$ cat src/rtl/uart_cmd_ctrl.sv
//------------------------------------------------------------------------------
// Module   : uart_cmd_ctrl
// Purpose  : Frames read/write commands from a UART RX FIFO into register bus
//            accesses and returns ACK/NAK (plus read data) through the TX FIFO.
//            Optional macro CHECKSUM_EN adds a trailing XOR checksum byte.
// Revision : 1.0 - initial release
//------------------------------------------------------------------------------
`default_nettype none

module uart_cmd_ctrl #(
   parameter int                   DATA_BITS   = 8,
   parameter int                   TIMEOUT_CYC = 1000000,
   parameter logic [DATA_BITS-1:0] SYNC_BYTE   = 8'hA5
) (
   input  logic                 clk,
   input  logic                 rst,
   input  logic                 rx_empty,
   input  logic [DATA_BITS-1:0] rx_data,
   output logic                 read_uart,
   input  logic                 tx_full,
   output logic                 write_uart,
   output logic [DATA_BITS-1:0] write_data,
   output logic [DATA_BITS-1:0] reg_addr,
   output logic [DATA_BITS-1:0] reg_wdata,
   output logic                 reg_we,
   input  logic [DATA_BITS-1:0] reg_rdata,
   output logic                 busy,
   output logic                 frame_err
);

   localparam logic [DATA_BITS-1:0] c_CMD_W = DATA_BITS'(8'h57);
   localparam logic [DATA_BITS-1:0] c_CMD_R = DATA_BITS'(8'h52);
   localparam logic [DATA_BITS-1:0] c_ACK   = DATA_BITS'(8'h06);
   localparam logic [DATA_BITS-1:0] c_NAK   = DATA_BITS'(8'h15);
   localparam int                   c_TW    = (TIMEOUT_CYC > 2) ? $clog2(TIMEOUT_CYC) : 1;
   // Last count value before abort: the state reads IDLE on gap cycle TIMEOUT_CYC-1.
   localparam logic [c_TW-1:0]      c_TO_LAST = c_TW'(TIMEOUT_CYC - 2);

   typedef enum logic [3:0] {
      ST_IDLE      = 4'd0,
      ST_GET_CMD   = 4'd1,
      ST_GET_ADDR  = 4'd2,
      ST_GET_DATA  = 4'd3,
      ST_EXEC      = 4'd4,
      ST_SEND_ACK  = 4'd5,
      ST_SEND_DATA = 4'd6,
      ST_SEND_NAK  = 4'd7
`ifdef CHECKSUM_EN
      , ST_GET_CSUM = 4'd8
`endif
   } state_t;

   state_t                r_state;
   logic                  r_is_write;
   logic [DATA_BITS-1:0]  r_rd_buf;
   logic [c_TW-1:0]       r_tcnt;
   logic                  r_to_err;
`ifdef CHECKSUM_EN
   logic [DATA_BITS-1:0]  r_csum;
`endif

   logic w_in_get;
   logic w_in_send;
   logic w_pop;

`ifdef CHECKSUM_EN
   assign w_in_get = (r_state == ST_GET_CMD) || (r_state == ST_GET_ADDR) ||
                     (r_state == ST_GET_DATA) || (r_state == ST_GET_CSUM);
`else
   assign w_in_get = (r_state == ST_GET_CMD) || (r_state == ST_GET_ADDR) ||
                     (r_state == ST_GET_DATA);
`endif
   assign w_in_send = (r_state == ST_SEND_ACK) || (r_state == ST_SEND_DATA) ||
                      (r_state == ST_SEND_NAK);

   // FWFT FIFOs: pop and push are same-cycle handshakes, so they stay combinational.
   assign w_pop      = !rst && ((r_state == ST_IDLE) || w_in_get) && !rx_empty;
   assign read_uart  = w_pop;
   assign write_uart = !rst && w_in_send && !tx_full;
   assign frame_err  = r_to_err || (write_uart && (r_state == ST_SEND_NAK));
   assign busy       = (r_state != ST_IDLE);

   always_ff @(posedge clk) begin
      if (rst) begin
         r_state    <= ST_IDLE;
         r_is_write <= 1'b0;
         r_rd_buf   <= '0;
         r_tcnt     <= '0;
         r_to_err   <= 1'b0;
         write_data <= '0;
         reg_addr   <= '0;
         reg_wdata  <= '0;
         reg_we     <= 1'b0;
`ifdef CHECKSUM_EN
         r_csum     <= '0;
`endif
      end else begin
         reg_we   <= 1'b0;
         r_to_err <= 1'b0;

         if (w_in_get) begin
            if (!rx_empty) begin
               r_tcnt <= '0;
            end else if (r_tcnt == c_TO_LAST) begin
               r_tcnt   <= '0;
               r_to_err <= 1'b1;
               r_state  <= ST_IDLE;
            end else begin
               r_tcnt <= r_tcnt + 1'b1;
            end
         end

         case (r_state)
            ST_IDLE: begin
               if (w_pop && (rx_data == SYNC_BYTE)) begin
                  r_state <= ST_GET_CMD;
                  r_tcnt  <= '0;
`ifdef CHECKSUM_EN
                  r_csum  <= '0;
`endif
               end
            end
            ST_GET_CMD: begin
               if (w_pop) begin
                  if ((rx_data == c_CMD_W) || (rx_data == c_CMD_R)) begin
                     r_is_write <= (rx_data == c_CMD_W);
                     r_state    <= ST_GET_ADDR;
`ifdef CHECKSUM_EN
                     r_csum     <= rx_data;
`endif
                  end else begin
                     write_data <= c_NAK;
                     r_state    <= ST_SEND_NAK;
                  end
               end
            end
            ST_GET_ADDR: begin
               if (w_pop) begin
                  reg_addr <= rx_data;
`ifdef CHECKSUM_EN
                  r_csum   <= r_csum ^ rx_data;
                  r_state  <= r_is_write ? ST_GET_DATA : ST_GET_CSUM;
`else
                  r_state  <= r_is_write ? ST_GET_DATA : ST_EXEC;
`endif
               end
            end
            ST_GET_DATA: begin
               if (w_pop) begin
                  reg_wdata <= rx_data;
`ifdef CHECKSUM_EN
                  r_csum    <= r_csum ^ rx_data;
                  r_state   <= ST_GET_CSUM;
`else
                  reg_we    <= 1'b1;
                  r_state   <= ST_EXEC;
`endif
               end
            end
`ifdef CHECKSUM_EN
            ST_GET_CSUM: begin
               if (w_pop) begin
                  if (rx_data == r_csum) begin
                     reg_we  <= r_is_write;
                     r_state <= ST_EXEC;
                  end else begin
                     write_data <= c_NAK;
                     r_state    <= ST_SEND_NAK;
                  end
               end
            end
`endif
            ST_EXEC: begin
               r_rd_buf   <= reg_rdata;
               write_data <= c_ACK;
               r_state    <= ST_SEND_ACK;
            end
            ST_SEND_ACK: begin
               if (!tx_full) begin
                  if (r_is_write) begin
                     r_state <= ST_IDLE;
                  end else begin
                     write_data <= r_rd_buf;
                     r_state    <= ST_SEND_DATA;
                  end
               end
            end
            ST_SEND_DATA: begin
               if (!tx_full) r_state <= ST_IDLE;
            end
            ST_SEND_NAK: begin
               if (!tx_full) r_state <= ST_IDLE;
            end
            default: r_state <= ST_IDLE;
         endcase
      end
   end

endmodule

`default_nettype wire
$ cat config.mk
export PLATFORM = sky130hd
export DESIGN_NAME = uart_cmd_ctrl
export DESIGN_NICKNAME = d
export VERILOG_FILES = /design/src/rtl/uart_cmd_ctrl.sv
export SDC_FILE = /design/constraint.sdc
export NUM_CORES = 1
export LEC_CHECK = 0
export CAP_MARGIN = 20
export CORE_MARGIN = 3
export CORE_UTILIZATION = 53
export CTS_CLUSTER_DIAMETER = 100
export DETAILED_ROUTE_END_ITERATION = 10
export PLACE_DENSITY = 0.82
export SYNTH_ARGS = -nofsm -noshare
export SYNTH_HDL_FRONTEND = slang
export SYNTH_SLANG_ARGS = --single-unit
$ cat constraint.sdc
create_clock -name clk -period 2.6 [get_ports clk]
set_input_delay 0.52 -clock clk [delete_from_list [all_inputs] [get_ports clk]]
set_output_delay 0.52 -clock clk [all_outputs]
set_load 0.005 [all_outputs]
; ---- Yosys cells after proc, flatten, opt, wreduce, memory -nomap -nowiden
; Index checks and enable logic that the tools add are counted.
[op_classes]
mux = 25
bitwise = 3
addsub = 1
n_reduce_logical = 26
eq_ne = 15
[op_table]
columns = operator, count
row1 = two-way mux 20 bit, 5
row2 = two-way mux 4 bit, 9
row3 = two-way mux 8 bit, 4
row4 = one-hot mux 4 bit (7 select lines), 1
row5 = one-hot mux 8 bit (3 select lines), 1
row6 = adder 20 x 1 -> 20 bit (second input constant), 1
row7 = equality test 20 bit (second input constant), 1
row8 = equality test 4 x 3 -> 1 bit (second input constant), 4
row9 = equality test 8 x 7 -> 1 bit (second input constant), 2
row10 = two-way mux 3 bit, 3
row11 = equality test 4 x 2 -> 1 bit (second input constant), 2
row12 = equality test 8 bit (second input constant), 1
row13 = inequality test 2 bit (second input constant), 4
row14 = logical OR 1 bit, 7
row15 = logical AND 1 bit, 6
row16 = AND reduction 5 bit, 1
row17 = equality test 4 x 1 -> 1 bit (second input constant), 1
row18 = logical NOT 4 bit, 1
row19 = AND reduction 2 bit, 2
row20 = nonzero test 4 bit, 1
row21 = OR reduction 2 bit, 2
row22 = logical NOT 1 bit, 3
row23 = inverter 1 bit, 3
row24 = AND reduction 3 bit, 1
row25 = other kinds (3), 4
[word_totals]
inputBits = 20
register_bits = 59
word_cells = 79
out_inout_bits = 29

; ---- Logic depth before layout (Yosys ltp)
[logic_depth]
ltp_word = 9
ltp_mapped = 8
depth_no_buf = 7

; ---- Worst setup path after synthesis
; OpenSTA, ideal clock, no wires.
[synth_timing]
path_kind = input port to flip-flop
from = in rx_empty
to = reg reg_addr[6]
required_ps = 2469
path_slack_ps = 577
path_stages = 5
arrival_time_ps = 1892
n_path_buf = 2
setup_time_ps = 131
path_cell_list = or4_1 clkbuf_1 nor3_1 clkbuf_1 o21ai_0
[synth_between]
elab_chain_cells = 3
[synth_lines]
columns = element, line_no
row1 = from (decl), 17  ; input logic rx_empty,
row2 = logical NOT 1 bit, --
row3 = logical AND 1 bit, 77  ; assign w_pop = !rst && ((r_state == ST_IDLE) || w_in_get) && !rx_empty;
row4 = AND reduction 2 bit (no line), --
row5 = to (signal assigned), 139  ; reg_addr <= rx_data;
row6 = to (decl), 23  ; output logic [DATA_BITS-1:0] reg_addr,
; Every way passes these cells.
; A chain may end at the register's enable or synchronous reset.

; ---- Worst setup path after layout
[layout_timing]
from = in rst
to = out frame_err
[layout_between]
elab_chain_cells = 5
[layout_lines]
columns = element, line_no
row1 = from (decl), 16  ; input logic rst,
row2 = logical NOT 1 bit, 79  ; assign write_uart = !rst && w_in_send && !tx_full;
row3 = logical AND 1 bit (2 in series), 79
row4 = logical AND 1 bit, 80  ; assign frame_err = r_to_err || (write_uart && (r_state == ST_SEND_NAK));
row5 = logical OR 1 bit, 80
row6 = to (decl), 28  ; output logic frame_err
; Every way passes these cells.

==> qor.yml <==
status:
  status: "finished, final reports clean"
floorplan:
  fp.coreArea_sq_um: 5238
  fp.dieW_um: 80.34
  die-area_sq_um: 6455
  io_pins: 49
  start_util: 0.5592
  fp.dieH_um: 80.34
  num_rows: 26
logic_synthesis:
  syn_area_per_cell_sq_um: 7.895
  synth_nets: 393
  yosysMostFrequentCell: "dfxtp_1"
  synth.distinct_cells: 54
  synth_top_cell_by_area: "dfxtp_1"
  synth_area_leaders: "dfxtp_1, nand2_1, a21oi_1"
  synth_commonest_cells: "dfxtp_1, nand2_1, a21oi_1, o21ai_0, nand3_1"
  yosys_warnings: 0
  ys.flop_type: "dfxtp_1"
  syn_inst: 371
  synth_edf_count: 0
  async_flop_share: 0
  synth.top_cell.area_share: 0.4032
  ys_seq_area_frac: 0.4032
  synth-seq-cells: 59
  synthesis.area_sq_um: 2929
route:
  drc: 0
  vias: 3024
  dr.pass1.iters: 5
  drt_iter0_drc: 235
  antenna_left: 0
  routedWlPerCell_um: 15.28
  via_per_inst: 5.906
  totalWireLength_um: 7821
setup_path:
  crit_top_cell: "clkdlybuf4s50_1"
  start_kind: "input pin"
  critPathSlowestCell: "clkdlybuf4s50_1"
  cp_top_family: "buffers and inverters"
  crit_fanout: 3
  cp-end-kind: "output port"
  cp.required_ns: 2.08
  path_class: "in2out"
  crit_buf_inv: 3
  critical_path_arrival_ns: 2.03
  crit_path_max_incr_delay_ns: 0.56
  path_cells: "clkdlybuf4s50_1, buf_4, o41ai_2, clkdlybuf4s50_1"
global_routing:
  overflow: 0
  grt_usage: 0.2571
  grt_pass1_vias: 2753
  grt_max_degree: 24
  grt_pass1_wl_um: 12920
  antenna_found_initial: 0
final_layout:
  postLayoutCellArea_sq_um: 3830
  n_antenna_cell: 0
  drive_gt1_frac: 0.1403
  multi_input_area_sq_um: 1592
  nNetsFinal: 459
  final_util: 0.7312
  finalNonFillerCells: 512
  fill_cells: 406
  seqCellArea_sq_um: 1181
  synthToLayoutAreaGrowth_pct: 30.76
sta:
  period_needed_ns: 2.547
  hold_violations: 0
  timing.fmax_mhz: 392.6
  fin_crit_sh: 0.9796
  slew_violations: 0
  rsz0062_at_grt: "no"
  tightest_slew_ns: 0.8956
  slew_headroom: 0.3974
  setup_violations: 0
  fin_skew_ns: 0.007902
placed_design:
  dp.cells: 496
  numPortBuffers: 48
  place_hpwl_um: 5436
  placed_cell_area_sq_um: 3597
  gp_congestion: 0.9435
cts:
  cts_tree: "built"
  cts_max_path_buffers: 2
  cts_sinks: 59
  clk_latency_ns: 0.34
  root_buffer: "clkbuf_8"
  numCtsBuffers: 9
  cts-hold-fix-buffers: 0
  htreeDepth: 3
  post_cts_buffers: 0
  clk_pin_slew_ns: 0.06
power:
  power.density_nw_per_um2: 509.0
  leakage_nw: 1.273
  power_mw: 1.949
  vdd_drop_max_mv: 0.3439
job:
  drv_cap: 0
worst_hold_path:
  worstHoldPathType: "reg2reg"
registers in the layout, summed over array words and instances, names as in the netlist:
signal	cells
r_tcnt	20
r_rd_buf	8
reg_addr	8
reg_wdata	8
write_data	8
r_state	4
r_is_write	1
r_to_err	1
reg_we	1
cells by family (layout without fill, tap and decap cells):
family,after synthesis,after routing,share of synthesized area
buffers and inverters,32,103,0.05596
other,1,1,0.001280
AO/OA/AOI/OAI,90,90,0.1858
AND/OR/NAND/NOR,186,186,0.3422
XOR/XNOR,1,1,0.002991
adder cells (fa/ha/maj),2,2,0.008542
flip-flops,59,59,0.4032
placed cells by master, fill, tap and decap left out, types with 8 or more instances in the layout:
master	n
a21oi_1	25
a31oi_1	14
buf_4	27
clkbuf_8	11
clkdlybuf4s50_1	47
dfxtp_1	59
inv_1	11
nand2_1	57
nand2b_1	19
nand3_1	23
nand4_1	9
nor2_1	20
nor4_1	8
o21ai_0	25
worst reg2reg max path: stages (launching register included):
cell and delay, ns:
dfxtp_1 0.34, inv_1 0.11, ha_1 0.16, nand4_1 0.12, nor4_1 0.70, a21oi_1 0.16, buf_4 0.22, a31oi_1 0.23
a21oi_1 0.09
routing by layer:
metal / track usage / up-vias / routed length, um
li1: - / 1478 / -
met1: 0.3352 / 1409 / 3453
met2: 0.3998 / 124 / 3692
met3: 0.07511 / 13 / 535
met4: 0.09797 / 0 / 140
met5: 0 / - / 0
where the power goes:
| group | switching (mW) | total [mW] | internal, mW | leakage (nW) |
|---|---|---|---|---|
| sequential | 0.00161 | 0.906 | 0.905 | 0.475 |
| combinational | 0.0444 | 0.100 | 0.0560 | 0.679 |
| clock | 0.356 | 0.943 | 0.586 | 0.119 |
| total | 0.402 | 1.95 | 1.55 | 1.27 |
what timing repair did:
item,4_1_cts,5_1_grt
endpoints found under the setup margin,2,0
resized for setup,2,0
endpoints found under the hold margin,0,0
stage by stage:
| stage | setup WS (ns) | hold WS (ns) | TNS (ns) |
|---|---|---|---|
| floorplan | 0.5770 | 0.4332 | 0 |
| global placement | -0.02436 | 0.4437 | -0.02436 |
| detailed placement | -0.04505 | 0.4538 | -0.08587 |
| CTS | 0.06756 | 0.4635 | 0 |
| global route | 0.01506 | 0.4891 | 0 |
| finish | 0.05305 | 0.4625 | 0 |
worst paths after layout:
kind / from / endpoint / slack [ns] / cells after the start
setup / recovery: rst / frame_err / 0.05 / 4
hold / removal: r_rd_buf[7] / r_rd_buf[7] / 0.46 / 2
setup reg to reg: r_tcnt[0] / r_tcnt[5] / 0.36 / 8
hold reg to reg: r_rd_buf[7] / r_rd_buf[7] / 0.46 / 2
layout make-up:
class                      count  share of cell area
clock inverter                 5             0.01960
inverter                      11             0.01078
clock buffer                  11             0.03953
timing repair buffer          76              0.1833
sequential                    59              0.3084
multi-input combinational    280              0.4156
tap                           70             0.02287
Note: power is estimated with default switching activity, not from simulation.
